--- src/rtl/bin2bcd_seq.sv ---
// Iterative binary-to-BCD converter (shift-add-3 / double dabble).
// One input bit is consumed per clock. The handshake is valid/ready on both sides.
// Inputs above 10^DIGITS-1 produce all nines and raise out_ovf.
module bin2bcd_seq #(
    parameter int BIN_W  = 14,
    parameter int DIGITS = 4
) (
    input  logic                  clk,
    input  logic                  rst_n,
    input  logic                  in_valid,
    output logic                  in_ready,
    input  logic [BIN_W-1:0]      in_bin,
    output logic                  out_valid,
    input  logic                  out_ready,
    output logic [4*DIGITS-1:0]   out_bcd,
    output logic                  out_ovf
);

    localparam int BCD_W = 4 * DIGITS;
    localparam int CNT_W = $clog2(BIN_W + 1);
    // One bit wider than the BCD word, so 10^DIGITS-1 always fits
    // and any legal BIN_W zero-extends into it.
    localparam int CMP_W = BCD_W + 1;

    // Largest value representable in DIGITS decimal digits (10^DIGITS - 1).
    function automatic logic [CMP_W-1:0] max_bcd_value();
        logic [CMP_W-1:0] v;
        v = '0;
        for (int i = 0; i < DIGITS; i++) begin
            v = v * CMP_W'(10) + CMP_W'(9);
        end
        return v;
    endfunction

    localparam logic [CMP_W-1:0] MAX_VAL = max_bcd_value();

    typedef enum logic [1:0] {
        S_IDLE,
        S_SHIFT,
        S_DONE
    } state_e;

    state_e             state_q, state_d;
    logic [BIN_W-1:0]   bin_q, bin_d;
    logic [BCD_W-1:0]   bcd_q, bcd_d;
    logic [CNT_W-1:0]   cnt_q, cnt_d;
    logic               ovf_q, ovf_d;
    logic [BCD_W-1:0]   out_bcd_q, out_bcd_d;
    logic               out_ovf_q, out_ovf_d;

    logic [BCD_W-1:0]   bcd_adj;
    logic [BCD_W-1:0]   bcd_step;
    logic [BIN_W-1:0]   bin_step;

    // One double-dabble step: add 3 to each digit >= 5, then shift {bcd, bin} left.
    always_comb begin
        bcd_adj = bcd_q;
        for (int i = 0; i < DIGITS; i++) begin
            if (bcd_q[4*i +: 4] >= 4'd5) begin
                bcd_adj[4*i +: 4] = bcd_q[4*i +: 4] + 4'd3;
            end
        end
        // The accumulator MSB drops off here. It is zero whenever the input is in range.
        {bcd_step, bin_step} = {bcd_adj, bin_q} << 1;
    end

    // Next-state and datapath decode for IDLE -> SHIFT x BIN_W -> DONE.
    always_comb begin
        // NOTE: every _d gets its hold value first, so no path can leave one unassigned and infer a latch.
        state_d   = state_q;
        bin_d     = bin_q;
        bcd_d     = bcd_q;
        cnt_d     = cnt_q;
        ovf_d     = ovf_q;
        out_bcd_d = out_bcd_q;
        out_ovf_d = out_ovf_q;

        unique case (state_q)
            S_IDLE: begin
                if (in_valid) begin
                    bin_d   = in_bin;
                    bcd_d   = '0;
                    cnt_d   = CNT_W'(BIN_W);
                    ovf_d   = (CMP_W'(in_bin) > MAX_VAL);
                    state_d = S_SHIFT;
                end
            end
            S_SHIFT: begin
                bin_d = bin_step;
                bcd_d = bcd_step;
                cnt_d = cnt_q - 1'b1;
                if (cnt_q == CNT_W'(1)) begin
                    // Register the result on the final step, so it is ready on entry to DONE.
                    out_bcd_d = ovf_q ? {DIGITS{4'h9}} : bcd_step;
                    out_ovf_d = ovf_q;
                    state_d   = S_DONE;
                end
            end
            S_DONE: begin
                if (out_ready) begin
                    state_d = S_IDLE;
                end
            end
            default: state_d = S_IDLE;
        endcase
    end

    // State and datapath registers; reset aborts any conversion in flight.
    always_ff @(posedge clk or negedge rst_n) begin
        if (!rst_n) begin
            state_q   <= S_IDLE;
            bin_q     <= '0;
            bcd_q     <= '0;
            cnt_q     <= '0;
            ovf_q     <= 1'b0;
            out_bcd_q <= '0;
            out_ovf_q <= 1'b0;
        end else begin
            // NOTE: non-blocking assignments, so every register updates from pre-edge values.
            state_q   <= state_d;
            bin_q     <= bin_d;
            bcd_q     <= bcd_d;
            cnt_q     <= cnt_d;
            ovf_q     <= ovf_d;
            out_bcd_q <= out_bcd_d;
            out_ovf_q <= out_ovf_d;
        end
    end

    assign in_ready  = (state_q == S_IDLE);
    assign out_valid = (state_q == S_DONE);
    assign out_bcd   = out_bcd_q;
    assign out_ovf   = out_ovf_q;

endmodule

--- config.mk ---
export PLATFORM = sky130hd
export DESIGN_NAME = bin2bcd_seq
export DESIGN_NICKNAME = d
export VERILOG_FILES = /design/src/rtl/bin2bcd_seq.sv
export SDC_FILE = /design/constraint.sdc
export NUM_CORES = 1
export LEC_CHECK = 0
export CAP_MARGIN = 30
export CORE_AREA = 3 3 74 76
export CTS_CLUSTER_SIZE = 14
export DETAILED_ROUTE_END_ITERATION = 10
export DIE_AREA = 0 0 77 79
export PLACE_DENSITY_LB_ADDON = 0.05
export SYNTH_ARGS = -nofsm -noshare
export SYNTH_HDL_FRONTEND = slang
export SYNTH_SLANG_ARGS = --single-unit
--- constraint.sdc ---
create_clock -name clk -period 2 [get_ports clk]
set_input_delay 0.4 -clock clk [delete_from_list [all_inputs] [get_ports clk]]
set_output_delay 0.4 -clock clk [all_outputs]
set_load 0.01 [all_outputs]
== Yosys cells after proc, flatten, opt, wreduce, memory -nomap -nowiden ==
Index checks and enable logic that the tools add are counted.

* $add $sub $neg: 5
* Multipliers: 0
* Divide/modulo/power cells: 0
* $lt $le $gt $ge: 5
* Eq/ne operators: 6
* Shift-type cells: 0
* Mux-type cells: 15
* Bitwise logic cells: 0
* Reduce and logical (&&, ||, !) cells: 6

{| class="wikitable"
|+ Operator list
! cell !! count
|-
| 2-to-1 mux 16 bit || 2
|-
| one-hot mux 16 bit (2 select lines) || 1
|-
| one-hot mux 14 bit (2 select lines) || 1
|-
| >= comparator 4 x 3 -> 1 bit, second input constant || 4
|-
| 2-to-1 mux 4 bit || 4
|-
| greater-than comparator 14 bit, second input constant || 1
|-
| 2-to-1 mux 14 bit || 1
|-
| adder 4 x 2 -> 4 bit, second input constant || 3
|-
| one-hot mux 4 bit (2 select lines) || 1
|-
| 2-to-1 mux 2 bit || 3
|-
| one-hot mux 2 bit (3 select lines) || 1
|-
| AND reduction 2 bit || 3
|-
| equality test 4 x 1 -> 1 bit, second input constant || 1
|-
| != test 2 bit, second input constant || 2
|-
| subtractor 4 x 1 -> 4 bit, second input constant || 1
|-
| adder 3 x 2 -> 3 bit, second input constant || 1
|-
| 2-to-1 mux 3 bit || 1
|-
| AND reduction 3 bit || 1
|-
| equality test 2 x 1 -> 1 bit, second input constant || 1
|-
| equality test 2 bit, second input constant || 1
|-
| logical NOT 2 bit || 1
|-
| != test 2 x 1 -> 1 bit, second input constant || 1
|-
| nonzero test 2 bit || 1
|}

* Flip-flop bits (word level): 54
* Latch bits: 0
* Bits in writable memories: 0
* Memory bits (read-only): 0
* Input port bits: 18
* Output and inout bits: 19
* Logic and storage cells: 44
* Memories kept: 0

== Depth between registers and ports, before layout ==
* Word-level depth: 3
* Gate-level depth with buffers: 7

== Worst setup path before layout ==
OpenSTA, ideal clock, no wires.

* Path kind: flip-flop to flip-flop
* From: register bcd_q[0]
* To: register out_bcd_q[2], in the netlist out_bcd[2]
* Library setup time: 0.083 ns
* Arrival: 1.428 ns
* Required time: 1.917 ns
* Path slack: 0.490 ns
* Stages on the path, launching flop included: 7
* Clock period less this slack: 1.510 ns
* Cells stage by stage: dfrtp_1 -> inv_1 -> ha_1 -> nand2b_1 -> a21oi_1 -> mux2_2 -> o21ai_0

* Cells in the longest elaborated chain, start to end: 3

{| class="wikitable"
|+ RTL lines
! element !! RTL line !! RTL
|-
| from (decl) || 45 || <nowiki>logic [BCD_W-1:0] bcd_q, bcd_d;</nowiki>
|-
| from (signal assigned) || 113 || <nowiki>bcd_q <= '0;</nowiki>
|-
| from (signal assigned) || 122 || <nowiki>bcd_q <= bcd_d;</nowiki>
|-
| adder 4 x 2 -> 4 bit or >= comparator 4 x 3 -> 1 bit (tied branches) || 60, 59 ||
|-
| 2-to-1 mux 4 bit (*) || 59 || <nowiki>if (bcd_q[4*i +: 4] >= 4'd5) begin</nowiki>
|-
| 2-to-1 mux 16 bit (*) || 94 || <nowiki>out_bcd_d = ovf_q ? {DIGITS{4'h9}} : bcd_step;</nowiki>
|-
| to (signal assigned) || 125 || <nowiki>out_bcd_q <= out_bcd_d;</nowiki>
|-
| to (decl) || 48 || <nowiki>logic [BCD_W-1:0] out_bcd_q, out_bcd_d;</nowiki>
|}

Mark *: on every way between the ends. The rest lies on a longest branch, timed or not.
A chain may end at the register's enable or synchronous reset.

== Worst setup path after layout ==
* From: register state_q[1]
* To: output port in_ready

* Cells in the longest elaborated chain, start to end: 1

{| class="wikitable"
|+ RTL lines
! element !! RTL line !! RTL
|-
| from (decl) || 43 || <nowiki>state_e state_q, state_d;</nowiki>
|-
| from (signal assigned) || 120 || <nowiki>state_q <= state_d;</nowiki>
|-
| logical NOT 2 bit || 130 || <nowiki>assign in_ready = (state_q == S_IDLE);</nowiki>
|-
| to (decl) || 11 || <nowiki>output logic in_ready,</nowiki>
|}

No other way between the ends.

==> run_results.csv <==
group,metric,value,unit
outcome,outcome,"finished clean",
clocking,clk_pin_slew,0.09,ns
die,placementRows,25,
global_routing,grt_pass1_wl,8930,um
yosys,synth.ff_latch_count,54,
timing,min_period_over_period,95.9,%
cells_and_area,layout-drive-gt1-share,11.3,%
clocking,clkSinkCount,54,
cells_and_area,layout_commonest_cell,"dfrtp_1",
yosys,synth-edff-count,0,
yosys,yosys_warnings,0,
routing,via_per_inst,5.31,
timing,min_period,1.92,ns
die,initial_core_util,54.3,%
timing,maxSlewHeadroom,68.2,%
routing,wl,5230,um
routing,drt-initial-drc-count,103,
critical_path,crit_arrival,1.52,ns
routing,num_vias,1947,
global_routing,grt-ovfl-total,0,
clocking,cts-root-buf,"clkbuf_8",
hold_path,hp-class,"input pin to async pin",
clocking,clock_latency,0.31,ns
critical_path,crit_end,"in_ready",
critical_path,slowest_stage,"clkdlybuf4s50_1",
critical_path,path_class,"register to output pin",
cells_and_area,fillerInstances,409,
placed_design,gp_congestion,0.779,
critical_path,cp_max_fo,5,
critical_path,crit_path_end_kind,"output pin",
power,combinationalPowerShare,44.3,%
global_routing,antenna_found_initial,0,
power,p_int,2.92,mW
placed_design,io_buffers,36,
routing,drcViolationCount,0,
timing,clock.fmax,521,MHz
power,p_total,4.72,mW
critical_path,critical_path.top_delay_family,"buffers and inverters",
die,boundaryPins,37,
power,power_frac_seq,40.9,%
power,netSwitchingFraction,38.2,%
yosys,syn_inst,262,
clocking,cts_hold_buffers,0,
power,ir_worst_vdd,0.000757,V
power,p_clk_share,14.8,%
timing,clock_skew,0.00637,ns
routing,drt-pass1-iter-count,4,
routing,routedWlPerCell,14.3,um
die,die_area,6080,um^2
timing,hold_viol,0,
clocking,cts_max_path_buffers,2,
critical_path,start_kind,"register",
power,p_per_area,1510,nW/um^2
die,die_w,77,um
yosys,synth.avg_cell_area,9.92,um^2
run,maxCapViolations,0,
cells_and_area,final_cell_mix,"dfrtp_1 (53), nand2_1 (46), clkdlybuf4s50_1 (35)",
power,p_switching,1.80,mW
critical_path,cp.depth,2,
routing,ant_nets,0,
critical_path,r2r-end,"out_bcd[2]$_DFFE_PN0P_",
die,die_h,79,um
critical_path,r2r_start,"bcd_q[0]$_DFFE_PN0P_",
critical_path,worst-r2r-cell-count,6,
die,coreArea,4790,um^2
placed_design,hpwl,3690,um
yosys,synthDistinctLibCells,34,
global_routing,grt_max_degree,55,
timing,setup_tns,0,ns
cells_and_area,area_growth,20.0,%
clocking,cts_buffers,5,
critical_path,worstSetupStartpoint,"state_q[1]$_DFFE_PN0P_",
yosys,syn_area,2600,um^2
global_routing,grt_use_total,18.6,%
timing,setup_violations,0,
timing,grt_setup_unrepaired,"no",
yosys,synth_flop_cell,"dfrtp_1",
critical_path,r2r_slack,0.30,ns
cells_and_area,fin_nets,327,
yosys,synth_nets,290,
cells_and_area,num_antenna_cells,0,
timing,worst_slew_pin_slew,0.476,ns
critical_path,required,1.60,ns
critical_path,crit_buf_inv,1,
yosys,ys_async_sr_fraction,100,%
critical_path,cpPeakStageDelay,0.56,ns
global_routing,grt_pass1_vias,1901,
yosys,ys_seq_area_share,52.0,%
timing,finalMaxSlewViolations,0,
critical_path,path_cells,"nor2_1 > clkdlybuf4s50_1",
power,leakage,1.36,nW
clocking,cts_tree,"yes",
clocking,h-tree-depth,2,
==> power by group through the flow <==
stage               logic [mW]  clock network, mW  registers (mW)
floorplan                 1.42                  0            1.94
detailed placement        2.11                  0            1.96
global route              2.37              0.771            2.01
finish                    2.09              0.699            1.93
global placement          2.05                  0            1.94
CTS                       2.12              0.722            1.93
==> cell type report <==
class,instances,area (um^2),area share [%]
well taps,67,83.8,2.69
flip-flops and latches,54,1350,43.4
multi-input cells,184,1110,35.7
clock buffers,8,110,3.53
repair buffers,42,413,13.2
inverters,12,45.0,1.44
==> worst min path at each step <==
stage | slack, ns | startpoint | cells after the start | to
after floorplan | 0.10 | rst_n | 0 | bcd_q[0]$_DFFE_PN0P_
after global placement | 0.42 | rst_n | 2 | out_bcd[14]$_DFFE_PN0P_
after detailed placement | 0.42 | rst_n | 2 | out_bcd[14]$_DFFE_PN0P_
after CTS | 0.08 | rst_n | 2 | out_bcd[11]$_DFFE_PN0P_
after global routing | 0.09 | rst_n | 2 | bin_q[12]$_DFFE_PN0P_
final | 0.07 | rst_n | 2 | out_bcd[14]$_DFFE_PN0P_
==> kinds of logic (layout without fill, tap and decap cells) <==
logic type               count (synthesis)  after routing  synth area share [%]
AND/OR/NAND/NOR                         95             95                  18.5
AO/OA/AOI/OAI                           71             71                  16.5
flip-flops                              54             54                  52.0
buffers and inverters                   24             62                  5.10
adder cells (fa/ha/maj)                 10             10                  4.81
XOR/XNOR                                 4              4                  1.35
multiplexers                             4              4                  1.73
==> cell usage after synthesis (4+ instances only) <==
cell type,count,area [um^2]
nand2b_1,6,37.5
a22oi_1,13,97.6
nand2_1,46,173
buf_2,6,30.0
a21oi_1,11,55.1
mux2_2,4,45.0
xnor2_1,4,35.0
o21ai_1,5,25.0
dfrtp_1,54,1350
inv_1,12,45.0
or3b_2,4,35.0
ha_1,10,125
buf_6,4,45.0
nor3_1,5,25.0
o21ai_0,34,170
nor2_1,10,37.5
nand3_1,12,60.1
==> metrics by stage <==
stage | instances | setup slack (ns) | cell area [um^2] | hold WS (ns) | utilization [%]
floorplan | 262 | 0.490 | 2600 | 0.104 | -
detailed placement | 359 | 0.251 | 3010 | 0.420 | 62.8
global placement | 359 | 0.291 | 3010 | 0.423 | 62.8
CTS | 367 | 0.0507 | 3120 | 0.0789 | 65.2
global route | 367 | 0.0176 | 3120 | 0.0896 | 65.2
finish | 367 | 0.0810 | 3120 | 0.0687 | 65.2
==> state kept, by name, summed over array words and instances, names as in the netlist <==
| register | cells |
|---|---|
| cnt_q | 4 |
| ovf_q | 1 |
| bin_q | 14 |
| bcd_q | 16 |
| out_ovf | 1 |
| state_q | 2 |
| out_bcd | 16 |
==> routing by layer <==
metal  track usage [%]  vias up  share of wire, %
met5                 0        -                 0
met4              6.94        0               1.5
met3              3.63        7               3.3
met2              30.9       31                47
met1              24.4      926                49
li1                  -      983                 -
==> what timing repair did <==
item	4_1_cts	5_1_grt
setup buffers	0	0
setup endpoints to repair	0	1
resized for setup	0	1
(Power assumes the default switching activity.)
